<file path="src/rtl/vga_timing_pkg.sv">
// -----------------------------------------------------------------------------
// vga_timing_pkg
// Shared definitions for the VGA/XGA timing generator:
//   - default counter width
//   - default timing for mode 0 (XGA 1024x768) and mode 1 (SVGA 800x600)
//   - helpers deriving line/frame totals and sync window bounds
//   - mode and FSM state enumerations
// -----------------------------------------------------------------------------
package vga_timing_pkg;

    localparam int DEFAULT_CNT_W = 11;

    // Mode 0: XGA 1024x768 (1344 x 806 total)
    localparam int XGA_H_ACTIVE  = 1024;
    localparam int XGA_H_FP      = 24;
    localparam int XGA_H_SYNC    = 136;
    localparam int XGA_H_BP      = 160;
    localparam int XGA_V_ACTIVE  = 768;
    localparam int XGA_V_FP      = 3;
    localparam int XGA_V_SYNC    = 6;
    localparam int XGA_V_BP      = 29;

    // Mode 1: SVGA 800x600 (1056 x 628 total)
    localparam int SVGA_H_ACTIVE = 800;
    localparam int SVGA_H_FP     = 40;
    localparam int SVGA_H_SYNC   = 128;
    localparam int SVGA_H_BP     = 88;
    localparam int SVGA_V_ACTIVE = 600;
    localparam int SVGA_V_FP     = 1;
    localparam int SVGA_V_SYNC   = 4;
    localparam int SVGA_V_BP     = 23;

    typedef enum logic {
        MODE_XGA  = 1'b0,
        MODE_SVGA = 1'b1
    } mode_e;

    typedef enum logic {
        RUN_M0 = 1'b0,
        RUN_M1 = 1'b1
    } state_e;

    // Number of counts in one axis period (line or frame).
    function automatic int axis_total(input int active, input int fp,
                                      input int sync, input int bp);
        return active + fp + sync + bp;
    endfunction

    // First count inside the sync window.
    function automatic int sync_first(input int active, input int fp);
        return active + fp;
    endfunction

    // First count past the sync window (exclusive bound).
    function automatic int sync_stop(input int active, input int fp, input int sync);
        return active + fp + sync;
    endfunction

endpackage

</file>
<file path="src/rtl/vga_axis_counter.sv">
// -----------------------------------------------------------------------------
// vga_axis_counter
// One timing axis (horizontal or vertical). Counts 0..total-1 on each step,
// and registers blank / sync-active decoded from the next count, so the
// registered count, blank and sync always describe the same position.
//
// Ports:
//   clk, rst_n      clock, asynchronous active-low reset
//   step            advance the count this cycle
//   clear           force the next count to 0
//   total           period length (count wraps at total-1)
//   active          blank asserted for count >= active
//   sync_start      first count of the sync window
//   sync_end        first count past the sync window
//   count           registered count
//   count_nxt       value count takes on the next edge
//   blank           registered blank
//   blank_nxt       value blank takes on the next edge
//   sync_act        registered sync window flag (before polarity)
//   wrap            combinational: this step wraps count to 0
//
// total/step select the current period; active/sync_* describe the period the
// next count belongs to. They differ only on the cycle a mode change lands.
// -----------------------------------------------------------------------------
module vga_axis_counter #(
    parameter int CNT_W = 11
) (
    input  logic             clk,
    input  logic             rst_n,
    input  logic             step,
    input  logic             clear,
    input  logic [CNT_W:0]   total,
    input  logic [CNT_W:0]   active,
    input  logic [CNT_W:0]   sync_start,
    input  logic [CNT_W:0]   sync_end,
    output logic [CNT_W-1:0] count,
    output logic [CNT_W-1:0] count_nxt,
    output logic             blank,
    output logic             blank_nxt,
    output logic             sync_act,
    output logic             wrap
);

    localparam logic [CNT_W:0]   ONE_W = 1;
    localparam logic [CNT_W-1:0] ONE_C = 1;

    logic [CNT_W-1:0] count_q, count_d;
    logic             blank_q, blank_d;
    logic             sync_q, sync_d;

    assign wrap = step && ({1'b0, count_q} == (total - ONE_W));

    always_comb begin
        // NOTE: default assignment first so every path drives count_d; without it an incomplete if would infer a latch.
        count_d = count_q;
        if (clear || wrap) begin
            count_d = '0;
        end else if (step) begin
            count_d = count_q + ONE_C;
        end
    end

    always_comb begin
        blank_d = ({1'b0, count_d} >= active);
        sync_d  = ({1'b0, count_d} >= sync_start) && ({1'b0, count_d} < sync_end);
    end

    always_ff @(posedge clk or negedge rst_n) begin
        // NOTE: non-blocking (<=) for all state so every flop samples pre-edge values regardless of statement order.
        if (!rst_n) begin
            count_q <= '0;
            blank_q <= 1'b0;
            sync_q  <= 1'b0;
        end else begin
            count_q <= count_d;
            blank_q <= blank_d;
            sync_q  <= sync_d;
        end
    end

    assign count     = count_q;
    assign count_nxt = count_d;
    assign blank     = blank_q;
    assign blank_nxt = blank_d;
    assign sync_act  = sync_q;

endmodule

</file>
<file path="src/rtl/vga_timing_gen.sv">
// -----------------------------------------------------------------------------
// vga_timing_gen
// Two-mode VGA/XGA timing generator. Mode 0 / mode 1 timing is parameterised;
// the requested mode is sampled only on the last pixel of a frame so every
// frame is complete. All outputs are registered from next-state values, so
// they all describe the same pixel in the same cycle.
//
// Ports:
//   pclk         pixel clock (rising edge)
//   rst_n        asynchronous active-low reset
//   en           pixel enable; low holds all state and outputs
//   mode_sel     requested mode, sampled at end of frame
//   mode         mode currently generated (0 = XGA timing, 1 = SVGA timing)
//   hcount       pixel within line
//   vcount       line within frame
//   hsync/vsync  sync outputs, active level HSYNC_POL / VSYNC_POL
//   hblnk/vblnk  blanking (count >= active length)
//   de           data enable (~hblnk & ~vblnk)
//   line_start   high while hcount = 0 after a wrap
//   frame_start  high while hcount = vcount = 0 after a wrap
//   frame_cnt    (only with VGA_TIMING_FRAME_CNT_EN) frames started since reset
//
// Build option: define VGA_TIMING_FRAME_CNT_EN to add the 16-bit frame_cnt.
// -----------------------------------------------------------------------------
module vga_timing_gen
    import vga_timing_pkg::*;
#(
    parameter int   CNT_W       = DEFAULT_CNT_W,
    parameter int   M0_H_ACTIVE = XGA_H_ACTIVE,
    parameter int   M0_H_FP     = XGA_H_FP,
    parameter int   M0_H_SYNC   = XGA_H_SYNC,
    parameter int   M0_H_BP     = XGA_H_BP,
    parameter int   M0_V_ACTIVE = XGA_V_ACTIVE,
    parameter int   M0_V_FP     = XGA_V_FP,
    parameter int   M0_V_SYNC   = XGA_V_SYNC,
    parameter int   M0_V_BP     = XGA_V_BP,
    parameter int   M1_H_ACTIVE = SVGA_H_ACTIVE,
    parameter int   M1_H_FP     = SVGA_H_FP,
    parameter int   M1_H_SYNC   = SVGA_H_SYNC,
    parameter int   M1_H_BP     = SVGA_H_BP,
    parameter int   M1_V_ACTIVE = SVGA_V_ACTIVE,
    parameter int   M1_V_FP     = SVGA_V_FP,
    parameter int   M1_V_SYNC   = SVGA_V_SYNC,
    parameter int   M1_V_BP     = SVGA_V_BP,
    parameter logic HSYNC_POL   = 1'b1,
    parameter logic VSYNC_POL   = 1'b1
) (
    input  logic             pclk,
    input  logic             rst_n,
    input  logic             en,
    input  logic             mode_sel,
    output logic             mode,
    output logic [CNT_W-1:0] hcount,
    output logic [CNT_W-1:0] vcount,
    output logic             hsync,
    output logic             vsync,
    output logic             hblnk,
    output logic             vblnk,
    output logic             de,
    output logic             line_start,
`ifdef VGA_TIMING_FRAME_CNT_EN
    output logic [15:0]      frame_cnt,
`endif
    output logic             frame_start
);

    localparam int BW = CNT_W + 1;

    localparam logic [CNT_W:0] M0_HT  = BW'(axis_total(M0_H_ACTIVE, M0_H_FP, M0_H_SYNC, M0_H_BP));
    localparam logic [CNT_W:0] M0_HA  = BW'(M0_H_ACTIVE);
    localparam logic [CNT_W:0] M0_HSF = BW'(sync_first(M0_H_ACTIVE, M0_H_FP));
    localparam logic [CNT_W:0] M0_HSS = BW'(sync_stop(M0_H_ACTIVE, M0_H_FP, M0_H_SYNC));
    localparam logic [CNT_W:0] M0_VT  = BW'(axis_total(M0_V_ACTIVE, M0_V_FP, M0_V_SYNC, M0_V_BP));
    localparam logic [CNT_W:0] M0_VA  = BW'(M0_V_ACTIVE);
    localparam logic [CNT_W:0] M0_VSF = BW'(sync_first(M0_V_ACTIVE, M0_V_FP));
    localparam logic [CNT_W:0] M0_VSS = BW'(sync_stop(M0_V_ACTIVE, M0_V_FP, M0_V_SYNC));

    localparam logic [CNT_W:0] M1_HT  = BW'(axis_total(M1_H_ACTIVE, M1_H_FP, M1_H_SYNC, M1_H_BP));
    localparam logic [CNT_W:0] M1_HA  = BW'(M1_H_ACTIVE);
    localparam logic [CNT_W:0] M1_HSF = BW'(sync_first(M1_H_ACTIVE, M1_H_FP));
    localparam logic [CNT_W:0] M1_HSS = BW'(sync_stop(M1_H_ACTIVE, M1_H_FP, M1_H_SYNC));
    localparam logic [CNT_W:0] M1_VT  = BW'(axis_total(M1_V_ACTIVE, M1_V_FP, M1_V_SYNC, M1_V_BP));
    localparam logic [CNT_W:0] M1_VA  = BW'(M1_V_ACTIVE);
    localparam logic [CNT_W:0] M1_VSF = BW'(sync_first(M1_V_ACTIVE, M1_V_FP));
    localparam logic [CNT_W:0] M1_VSS = BW'(sync_stop(M1_V_ACTIVE, M1_V_FP, M1_V_SYNC));

    state_e state_q, state_d;

    logic de_q, de_d;
    logic line_start_q, line_start_d;
    logic frame_start_q, frame_start_d;

    // Period lengths follow the mode being generated now; window decode
    // follows the mode of the next pixel, which differs only on a switch.
    logic [CNT_W:0] h_total, v_total;
    logic [CNT_W:0] h_active, h_sync_first, h_sync_stop;
    logic [CNT_W:0] v_active, v_sync_first, v_sync_stop;

    logic [CNT_W-1:0] h_count, h_count_nxt, v_count, v_count_nxt;
    logic             h_blank, h_blank_nxt, v_blank, v_blank_nxt;
    logic             h_sync_act, v_sync_act;
    logic             h_wrap, v_wrap;
    logic             mode_clear;

    always_comb begin
        h_total = M0_HT;
        v_total = M0_VT;
        if (state_q == RUN_M1) begin
            h_total = M1_HT;
            v_total = M1_VT;
        end
    end

    always_comb begin
        h_active     = M0_HA;
        h_sync_first = M0_HSF;
        h_sync_stop  = M0_HSS;
        v_active     = M0_VA;
        v_sync_first = M0_VSF;
        v_sync_stop  = M0_VSS;
        if (state_d == RUN_M1) begin
            h_active     = M1_HA;
            h_sync_first = M1_HSF;
            h_sync_stop  = M1_HSS;
            v_active     = M1_VA;
            v_sync_first = M1_VSF;
            v_sync_stop  = M1_VSS;
        end
    end

    // v_wrap already implies en and the horizontal wrap: it is exactly the
    // last pixel of the frame, the only point where mode_sel is looked at.
    always_comb begin
        state_d = state_q;
        if (v_wrap) begin
            state_d = mode_sel ? RUN_M1 : RUN_M0;
        end
    end

    // Both counters wrap to 0 on this cycle anyway; the clear makes the
    // restart at (0,0) explicit whenever the period length changes.
    assign mode_clear = v_wrap && (state_d != state_q);

    vga_axis_counter #(.CNT_W(CNT_W)) u_h_axis (
        .clk        (pclk),
        .rst_n      (rst_n),
        .step       (en),
        .clear      (mode_clear),
        .total      (h_total),
        .active     (h_active),
        .sync_start (h_sync_first),
        .sync_end   (h_sync_stop),
        .count      (h_count),
        .count_nxt  (h_count_nxt),
        .blank      (h_blank),
        .blank_nxt  (h_blank_nxt),
        .sync_act   (h_sync_act),
        .wrap       (h_wrap)
    );

    vga_axis_counter #(.CNT_W(CNT_W)) u_v_axis (
        .clk        (pclk),
        .rst_n      (rst_n),
        .step       (h_wrap),
        .clear      (mode_clear),
        .total      (v_total),
        .active     (v_active),
        .sync_start (v_sync_first),
        .sync_end   (v_sync_stop),
        .count      (v_count),
        .count_nxt  (v_count_nxt),
        .blank      (v_blank),
        .blank_nxt  (v_blank_nxt),
        .sync_act   (v_sync_act),
        .wrap       (v_wrap)
    );

    // Strobes hold their value while en is low instead of dropping. Counters
    // never return to 0 except by wrapping, so reset itself never strobes.
    always_comb begin
        de_d          = !h_blank_nxt && !v_blank_nxt;
        line_start_d  = line_start_q;
        frame_start_d = frame_start_q;
        if (en) begin
            line_start_d  = (h_count_nxt == '0);
            frame_start_d = (h_count_nxt == '0) && (v_count_nxt == '0);
        end
    end

    always_ff @(posedge pclk or negedge rst_n) begin
        if (!rst_n) begin
            state_q       <= RUN_M0;
            de_q          <= 1'b1;
            line_start_q  <= 1'b0;
            frame_start_q <= 1'b0;
        end else begin
            state_q       <= state_d;
            de_q          <= de_d;
            line_start_q  <= line_start_d;
            frame_start_q <= frame_start_d;
        end
    end

`ifdef VGA_TIMING_FRAME_CNT_EN
    logic [15:0] frame_cnt_q, frame_cnt_d;

    always_comb begin
        frame_cnt_d = frame_cnt_q;
        if (en && frame_start_d) begin
            frame_cnt_d = frame_cnt_q + 16'd1;
        end
    end

    always_ff @(posedge pclk or negedge rst_n) begin
        if (!rst_n) begin
            frame_cnt_q <= '0;
        end else begin
            frame_cnt_q <= frame_cnt_d;
        end
    end

    assign frame_cnt = frame_cnt_q;
`endif

    // Polarity is a constant, so these are plain wires/inverters on flop outputs.
    assign hsync       = HSYNC_POL ? h_sync_act : !h_sync_act;
    assign vsync       = VSYNC_POL ? v_sync_act : !v_sync_act;
    assign mode        = (state_q == RUN_M1) ? MODE_SVGA : MODE_XGA;
    assign hcount      = h_count;
    assign vcount      = v_count;
    assign hblnk       = h_blank;
    assign vblnk       = v_blank;
    assign de          = de_q;
    assign line_start  = line_start_q;
    assign frame_start = frame_start_q;

endmodule

</file>
<file path="config.mk">
export PLATFORM = sky130hd
export DESIGN_NAME = vga_timing_gen
export DESIGN_NICKNAME = d
export VERILOG_FILES = /design/src/rtl/vga_timing_pkg.sv /design/src/rtl/vga_axis_counter.sv /design/src/rtl/vga_timing_gen.sv
export SDC_FILE = /design/constraint.sdc
export NUM_CORES = 1
export LEC_CHECK = 0
export CAP_MARGIN = 30
export CELL_PAD_IN_SITES_DETAIL_PLACEMENT = 1
export CELL_PAD_IN_SITES_GLOBAL_PLACEMENT = 2
export CORE_MARGIN = 10
export CORE_UTILIZATION = 36
export DETAILED_ROUTE_END_ITERATION = 10
export PLACE_DENSITY = 0.95
export SYNTH_ARGS = -nofsm -noshare
export SYNTH_HDL_FRONTEND = slang
export SYNTH_SLANG_ARGS = --single-unit
</file>
<file path="constraint.sdc">
create_clock -name pclk -period 9.6 [get_ports pclk]
set_clock_uncertainty 0.15 [all_clocks]
set_input_delay 1.44 -clock pclk [delete_from_list [all_inputs] [get_ports pclk]]
set_output_delay 1.44 -clock pclk [all_outputs]
set_load 0.01 [all_outputs]
</file>
# [After elaboration in Yosys (flattened, before gate mapping)]
# Index checks and enable logic that the tools add are counted.
[word_totals] out_inout_bits=30 regBits=30
[classes] n_reduce_logical=13 magnitude_cmp=6 n_mux=15 addsub=4 n_eq_ne=3
[op_table] cell="$mux 11" n=7
[op_table] cell="$mux 9" n=5
[op_table] cell="$eq 11x12->1" n=2
[op_table] cell="$add 11x1->11 const B" n=2
[op_table] cell="$ge 11x10->1" n=2
[op_table] cell="$ge 11x11->1" n=2
[op_table] cell="$logic_not 11->1" n=2
[op_table] cell="$sub 11x1->12 const B" n=1
[op_table] cell="$lt 11x10->1" n=1
[op_table] cell="$lt 11x11->1" n=1
[op_table] cell="$sub 10x1->11 const B" n=1
[op_table] cell="$logic_and 1x1->1" n=7
[op_table] cell="$mux 1" n=3
[op_table] cell="$logic_not 1->1" n=2
[op_table] cell="$logic_or 1x1->1" n=2
[op_table] cell="$ne 1x1->1" n=1

# [Longest topological paths before layout]
# Gate-level depths: netlist of run 1.
[logic_depth] word_depth=13 ltp_mapped=15 ltp_nobuf=14

# [Hierarchy]
# From an unflattened synthesis of run 1, not the netlist that was laid out.
[unflattened] hier_cells=467 hier_area_um2=3816.2
[modules_own_cells] mod="vga_axis_counter at u_h_axis" instances=1 seq_area_each_um2=325.3 cells_each=223 area_each_um2=1801.7
[modules_own_cells] mod="vga_axis_counter at u_v_axis" instances=1 seq_area_each_um2=325.3 cells_each=219 area_each_um2=1788.0
[modules_own_cells] mod="vga_timing_gen" instances=1 seq_area_each_um2=101.3 cells_each=25 area_each_um2=226.5

# [Worst setup path before layout of run 1]
# OpenSTA, ideal clock, no wires.
[synth_timing] kind="input to register" start="in en" end="reg u_v_axis.blank_q, in the netlist u_v_axis.blank" slack_ns=5.289 cell_stages=13 t_required_ns=9.384 n_path_buf=0 arrival_time_ns=4.095 cell_sequence="and2_2 -> o2111ai_4 -> a2111oi_4 -> mux2i_1 -> inv_1 -> ha_1 -> inv_1 -> a21oi_1 -> nand2_1 -> a211oi_1 -> a311o_1 -> o211ai_1 -> and2_1"
[synth_between] elab_chain_len=8 word_cells_on_any_way=10
[synth_lines] item="from (decl)" line="vga_timing_gen.sv:50" text="input logic en,"
[synth_lines] item="$logic_and 1x1->1 * (2 in series)" line="vga_axis_counter.sv:51" text="assign wrap = step && ({1'b0, count_q} == (total - ONE_W));"
[synth_lines] item="$mux 1 *" line="vga_timing_gen.sv:135" text="if (v_wrap) begin"
[synth_lines] item="named net state_d" line="vga_timing_gen.sv:87" text="state_e state_q, state_d;"
[synth_lines] item="$ne 1x1->1" line="vga_timing_gen.sv:142" text="assign mode_clear = v_wrap && (state_d != state_q);"
[synth_lines] item="$logic_and 1x1->1" line="vga_timing_gen.sv:142"
[synth_lines] item="$logic_or 1x1->1" line="vga_axis_counter.sv:56" text="if (clear || wrap) begin"
[synth_lines] item="$mux 11" line="vga_axis_counter.sv:56"
[synth_lines] item="$ge 11x10->1 *" line="vga_axis_counter.sv:64" text="blank_d = ({1'b0, count_d} >= active);"
[synth_lines] item="named net u_v_axis.blank_nxt" line="vga_axis_counter.sv:39" text="output logic blank_nxt,"
[synth_lines] item="to (signal assigned)" line="vga_axis_counter.sv:76" text="blank_q <= blank_d;"
[synth_lines] item="to (decl)" line="vga_axis_counter.sv:48" text="logic blank_q, blank_d;"
# The timed path passes the listed nets; every way through them passes the cells marked *.
# A chain may end at the register's enable or synchronous reset.

# [Final worst setup path of run 1]
# Ends and elaborated chain as after synthesis.

==> flow_metrics.env, run 1 <==
export IMPL_synth_largest_area_cell="dfrtp_1"
export IMPL_critical_path_cell_chain="clkdlybuf4s50_1 -> and2_2 -> o2111ai_4 -> a2111oi_4 -> mux2i_1 -> inv_1 -> ha_1 -> inv_1 -> a21oi_1 -> nand2_1 -> a211oi_1 -> a311o_1 -> o211ai_1 -> and2_1"
export IMPL_io_pins=34
export IMPL_die_w_um=97.5
export IMPL_row_count=28
export IMPL_cts_root_buf="clkbuf_8"
export IMPL_postCtsSetupBuffers=0
export IMPL_met2_usage_pct=22.6
export IMPL_clkLatencyLatePin_ns=0.29
export IMPL_crit_path_start_kind="input pin"
export IMPL_setup_viol_count_final=0
export IMPL_drt_pass1_iter_count=4
export IMPL_cts_buffers=5
export IMPL_cp_arrival_ns=5.42
export IMPL_synth_top_area_share_pct=33.5
export IMPL_worst_ep_required_time_ns=9.67
export IMPL_whs_ns=0.424
export IMPL_worstHoldPathCells=2
export IMPL_synth_ff_type="dfrtp_1"
export IMPL_floorplan_initialDensity_pct=36.8
export IMPL_hp_start="frame_start"
export IMPL_power_uw=408
export IMPL_dp_cells=332
export IMPL_met1_usage_pct=16.1
export IMPL_ctsResizeCount=0
export IMPL_cts_sinks=30
export IMPL_utilization_pct=44.5
export IMPL_synth_most_common_cell="dfrtp_1"
export IMPL_avgViaCountPerCell=5.68
export IMPL_leakagePower_nw=1.09
export IMPL_wl_per_cell_um=18.9
export IMPL_ys_types=56
export IMPL_pwr_share_comb_pct=31.0
export IMPL_syn_inst=231
export IMPL_antenna_cells=0
export IMPL_cts_tree="yes"
export IMPL_critical_path_class="input pin to flip-flop"
export IMPL_post_route_drc_count=0
export IMPL_htreeDepth=2
export IMPL_syn2layout_area_growth_pct=21.1
export IMPL_synth_common_cells="dfrtp_1 (29), nor2_1 (24), ha_1 (16), inv_1 (15), nand2_1 (14)"
export IMPL_synthArstFlopShare_pct=100
export IMPL_vdd_drop_max_uv=70.6
export IMPL_fmax_ghz=0.187
export IMPL_slew_viol_final=0
export IMPL_final_cells=340
export IMPL_ant_nets=0
export IMPL_net_switching_power_uw=149
export IMPL_rr_startpoint="state_q"
export IMPL_power_density_nw_per_um2=156
export IMPL_grt_pass1_vias=2054
export IMPL_first_iter_violations=50
export IMPL_dp_hpwl_mm=4.91
export IMPL_min_to="frame_start"
export IMPL_antenna_found_initial=0
export IMPL_cts_hold_buffers_added=0
export IMPL_reg2reg_slack_ns=5.42
export IMPL_grt_overflow=0
export IMPL_grt_usage_pct=13.6
export IMPL_synth_edf_count=0
export IMPL_rr_worst_depth=13
export IMPL_dr_total_vias=1930
export IMPL_mappedNetlistArea_um2=2160
export IMPL_syn_area_per_cell_um2=9.37
export IMPL_yosysWarningCount=0
export IMPL_synth_seq_cells=30
export IMPL_yosysSeqAreaShare_pct=34.8
export IMPL_drt_total_wl_mm=6.43
export IMPL_seq_power_share_pct=42.2
export IMPL_hold_viol=0
export IMPL_core_area_um2=5890
export IMPL_cap_violations=0
export IMPL_dieArea_um2=9510
export IMPL_internal_power_uw=259
export IMPL_clk_pin_slew_ns=0.07
export IMPL_yosys_top_cells_area="dfrtp_1 (34%), ha_1 (9.3%), xnor2_1 (4.9%)"
export IMPL_fin_crit_sh_pct=55.7
export IMPL_cp_common_cell="inv_1"
export IMPL_cpPeakStageDelay_ns=0.75
export IMPL_setup_tns_ns=0
export IMPL_rsz0062_at_grt="false"
export IMPL_drive_gt1_share_pct=8.30
export IMPL_fin_crit_ns=5.34
export IMPL_pwr_share_clk_pct=26.8
export IMPL_switching_share_pct=36.4
export IMPL_r2r_end="u_v_axis.blank"
export IMPL_portBuffers=33
export IMPL_top_usage_layer="met2"
export IMPL_die_h_um=97.5
export IMPL_min_path_type="flip-flop to flip-flop"
export IMPL_use_met3_pct=3.41
export IMPL_clk_path_buf_depth=2
export IMPL_syn_nets=251
export IMPL_slew_headroom_pct=44.7
export IMPL_worstMarginPinSlew_ns=0.806
export IMPL_end_kind="flip-flop"
export IMPL_final_nets=284
export IMPL_slowest_stage="mux2i_1"
export IMPL_status="complete, no violations"
export IMPL_grt_max_degree=31
export IMPL_place_congestion=0.810
export IMPL_cp_max_fo=12
export IMPL_grt_pass1_wl_mm=10.7
power groups by stage:
| stage | clock [mW] | sequential (mW) | combinational [mW] |
|---|---|---|---|
| global route | 0.120 | 0.176 | 0.140 |
| CTS | 0.113 | 0.172 | 0.129 |
| finish | 0.109 | 0.172 | 0.127 |
| detailed placement | 0 | 0.174 | 0.126 |
| floorplan | 0 | 0.165 | 0.0840 |
| global placement | 0 | 0.173 | 0.124 |
sequential cells by signal, indices dropped and copies added (netlist names):
name	flops
u_h_axis.count	11
u_v_axis.count	11
de	1
frame_start	1
line_start	1
state_q	1
u_h_axis.blank	1
u_h_axis.sync_act	1
u_v_axis.blank	1
u_v_axis.sync_act	1
cell type report:
cell class / count / area, um2
clock inverter: 2 / 12.5
tap: 75 / 93.8
timing repair buffer: 34 / 338
clock buffer: 6 / 82.6
sequential: 30 / 752
multi-input combinational: 177 / 1280
inverter: 16 / 60.1
fill: 692 / 3270
kinds of logic (layout without fill, tap and decap cells):
family          after synthesis  in the layout  synth area share (%)
xor+xnor                     19             19                  7.69
fa+ha+maj                    16             16                  9.25
flops                        30             30                  34.8
mux                           2              2                 0.925
simple gates                 94             94                  24.8
buf+inv                      24             58                  6.07
compound gates               46             46                  16.5
cell usage in the layout, fill, tap and decap left out, types with 9 or more instances in the layout:
cell type,count
dfrtp_1,29
a21oi_1,11
xnor2_1,12
nor2_1,24
ha_1,16
nand2_1,14
inv_1,15
clkdlybuf4s50_1,33
nand3_1,9
metal layers:
layer	routed length (um)	part of all wire, %
met5	0	0
met4	148	2.3
met3	353	5.5
met2	3110	48
met1	2820	44
how the worst max path moves through the flow:
stage / start / to / slack [ns] / cells past startpoint
floorplan: en / u_v_axis.blank / 5.29 / 13
global placement: en / u_v_axis.blank / 4.20 / 14
detailed placement: en / u_v_axis.blank / 4.05 / 14
CTS: en / u_v_axis.blank / 4.31 / 14
global route: en / u_v_axis.blank / 4.02 / 14
finish: en / u_v_axis.blank / 4.26 / 14
metrics by stage:
step	area [um2]	setup slack, ns
2_1_floorplan	2160	5.29
3_3_place_gp	2520	4.20
3_5_place_dp	2520	4.05
4_1_cts	2620	4.31
5_1_grt	2620	4.02
6_report	2620	4.26
critical path, delay by kind of cell:
kind / cells / cell delay [ns]
fa+ha+maj: 1 / 0.29
mux: 1 / 0.75
compound gates: 6 / 1.28
simple gates: 3 / 0.51
buf+inv: 3 / 1.13
(Power assumes the default switching activity.)
==> run 2, diff against run 1 <==
Settings changed: CORE_UTILIZATION 36 to 33, PLACE_DENSITY 0.95 to 0.9.
Clock period 9.6 ns to 5.3 ns, I/O delays scaled along.
==> run 2 against run 1 <==
- global-route usage fell by 0.14 points
- cell count rose by 1.2%
- register-to-register slack got worse by 3.9 ns
- critical endpoint unchanged
- total power rose by 82%
- non-clock buffer count rose by 2
- critical path depth rose by 1
- sequential share of layout area fell by 0.15 points
- wire length rose by 3.3%
- sequential cell count did not move
- largest power group unchanged
==> flow_metrics.env, run 2 (same netlist as run 1, synthesis figures left out) <==
export IMPL_cts_sinks=30
export IMPL_grt_max_degree=31
export IMPL_avgViaCountPerCell=5.56
export IMPL_status="complete, no violations"
export IMPL_cap_violations=0
export IMPL_dp_cells=336
export IMPL_dr_total_vias=1911
export IMPL_multiInputGateArea_um2=1280
export IMPL_die_w_um=101
export IMPL_antenna_found_initial=0
export IMPL_slowest_stage="clkdlybuf4s50_1"
export IMPL_post_route_drc_count=0
export IMPL_place_area_um2=2540
export IMPL_drt_pass1_iter_count=4
export IMPL_drt_total_wl_mm=6.65
export IMPL_die_h_um=101
export IMPL_grt_pass1_wl_mm=10.9
export IMPL_grt_overflow=0
export IMPL_rsz0062_at_grt="false"
export IMPL_fin_crit_sh_pct=80.3
export IMPL_power_density_nw_per_um2=282
export IMPL_leakagePower_nw=1.10
export IMPL_slew_headroom_pct=60.3
export IMPL_cp_common_cell="inv_1"
export IMPL_cts_tree="yes"
export IMPL_dieArea_um2=10200
export IMPL_setup_tns_ns=0
export IMPL_final_nets=286
export IMPL_nFillCells=760
export IMPL_final_common_cell="clkdlybuf4s50_1"
export IMPL_final_cells=344
export IMPL_wl_per_cell_um=19.3
export IMPL_place_congestion=0.834
export IMPL_row_count=29
export IMPL_grt_pass1_vias=1994
export IMPL_core_area_um2=6350
export IMPL_syn2layout_area_growth_pct=21.7
export IMPL_min_path_type="flip-flop to flip-flop"
export IMPL_setup_viol_count_final=0
export IMPL_cp_num_buf_inv=4
export IMPL_fin_crit_ns=4.26
export IMPL_dp_hpwl_mm=5.13
export IMPL_hold_viol=0
export IMPL_ant_nets=0
export IMPL_cp_max_fo=12
export IMPL_first_iter_violations=92
export IMPL_worst_ep_required_time_ns=5.34
export IMPL_portBuffers=33
export IMPL_postCtsSetupBuffers=0
export IMPL_fmax_ghz=0.235
export IMPL_drive_gt1_share_pct=8.61
export IMPL_ctsResizeCount=0
export IMPL_critical_path_class="input pin to flip-flop"
export IMPL_internal_power_uw=470
export IMPL_htreeDepth=2
export IMPL_slew_viol_final=0
export IMPL_io_pins=34
export IMPL_seq_power_share_pct=42.3
export IMPL_cp_arrival_ns=4.30
export IMPL_cpPeakStageDelay_ns=0.74
export IMPL_cts_buffers=5
export IMPL_pwr_share_comb_pct=31.1
export IMPL_antenna_cells=0
export IMPL_crit_path_start_kind="input pin"
export IMPL_clk_pin_slew_ns=0.07
export IMPL_net_switching_power_uw=271
export IMPL_worstMarginPinSlew_ns=0.594
export IMPL_vdd_drop_max_uv=153
export IMPL_critical_path_cell_chain="clkdlybuf4s50_1 -> and2_2 -> o2111ai_4 -> a2111oi_4 -> mux2i_1 -> buf_4 -> inv_1 -> ha_1 -> inv_1 -> a21oi_1 -> nand2_1 -> a211oi_1 -> a311o_1 -> o211ai_1 -> and2_1"
export IMPL_critPathTopFamily="compound AO/OA/AOI/OAI gates"
export IMPL_floorplan_initialDensity_pct=34.1
export IMPL_regArea_um2=752
export IMPL_switching_share_pct=36.6
export IMPL_layout_common_cells="clkdlybuf4s50_1 (33), dfrtp_1 (29), nor2_1 (24)"
export IMPL_end_kind="flip-flop"
export IMPL_stdcell_area_um2=2630
export IMPL_clkLatencyLatePin_ns=0.29
export IMPL_cts_hold_buffers_added=0
export IMPL_grt_usage_pct=13.4
export IMPL_clk_path_buf_depth=2
export IMPL_cts_root_buf="clkbuf_8"
export IMPL_pwr_share_clk_pct=26.5
run 2: changes by cell type in the layout (fill, tap and decap cells not counted), sizes merged:
cell | before | now
buf | 1 | 3
clkbuf | 6 | 7
clkinvlp | 1 | 0
run 2: worst paths after layout:
check	startpoint	to	slack [ns]	cells after the start
min in group asynchronous	rst_n	u_h_axis.sync_act	0.75	2
hold / removal	frame_start	frame_start	0.41	2
max in group asynchronous	rst_n	de	3.93	2
setup / recovery	en	u_v_axis.blank	1.04	15
hold reg to reg	frame_start	frame_start	0.41	2
setup reg to reg	u_v_axis.count[6]	u_v_axis.blank	1.55	14
run 2: power groups by stage:
| stage | registers, mW | logic (mW) | clock network (mW) |
|---|---|---|---|
| final | 0.314 | 0.231 | 0.197 |
| after global routing | 0.322 | 0.253 | 0.212 |
| after CTS | 0.313 | 0.235 | 0.202 |
| after detailed placement | 0.317 | 0.233 | 0 |
| after global placement | 0.315 | 0.228 | 0 |
| after floorplan | 0.299 | 0.152 | 0 |
run 2: area by class of cell:
class | instances | area share [%]
Multi-Input combinational cell | 177 | 48.6
Clock inverter | 1 | 0.190
Tap cell | 77 | 3.66
Timing Repair Buffer | 36 | 13.4
Sequential cell | 30 | 28.6
Inverter | 16 | 2.28
Clock buffer | 7 | 3.28
run 2: worst register-to-register path, delay by kind of cell, from the launching register on:
family                     cells  cell delay, ns
muxes                          1            0.15
adders and majority gates      1            0.20
buffers and inverters          3            0.44
and+or+nand+nor                4            0.87
DFF                            1            0.54
AOI/OAI and AO/OA              5            1.29
run 2: metal layers:
| layer | global-route usage (%) | up-vias | wire [um] |
|---|---|---|---|
| met5 | 0 | - | 0 |
| met4 | 4.18 | 0 | 87 |
| met3 | 3.22 | 7 | 300 |
| met2 | 21.8 | 36 | 3220 |
| met1 | 17.2 | 961 | 3040 |
| li1 | - | 907 | - |
run 2: through the flow:
step | power [mW] | setup WS, ns | hold slack, ns | util (%)
final | 0.741 | 1.04 | 0.412 | 41.5
after global placement | 0.543 | 0.896 | 0.402 | 40.0
after global routing | 0.787 | 0.700 | 0.428 | 41.5
after detailed placement | 0.550 | 0.750 | 0.368 | 40.0
after CTS | 0.749 | 1.01 | 0.398 | 41.5
after floorplan | 0.451 | 1.63 | 0.349 | -
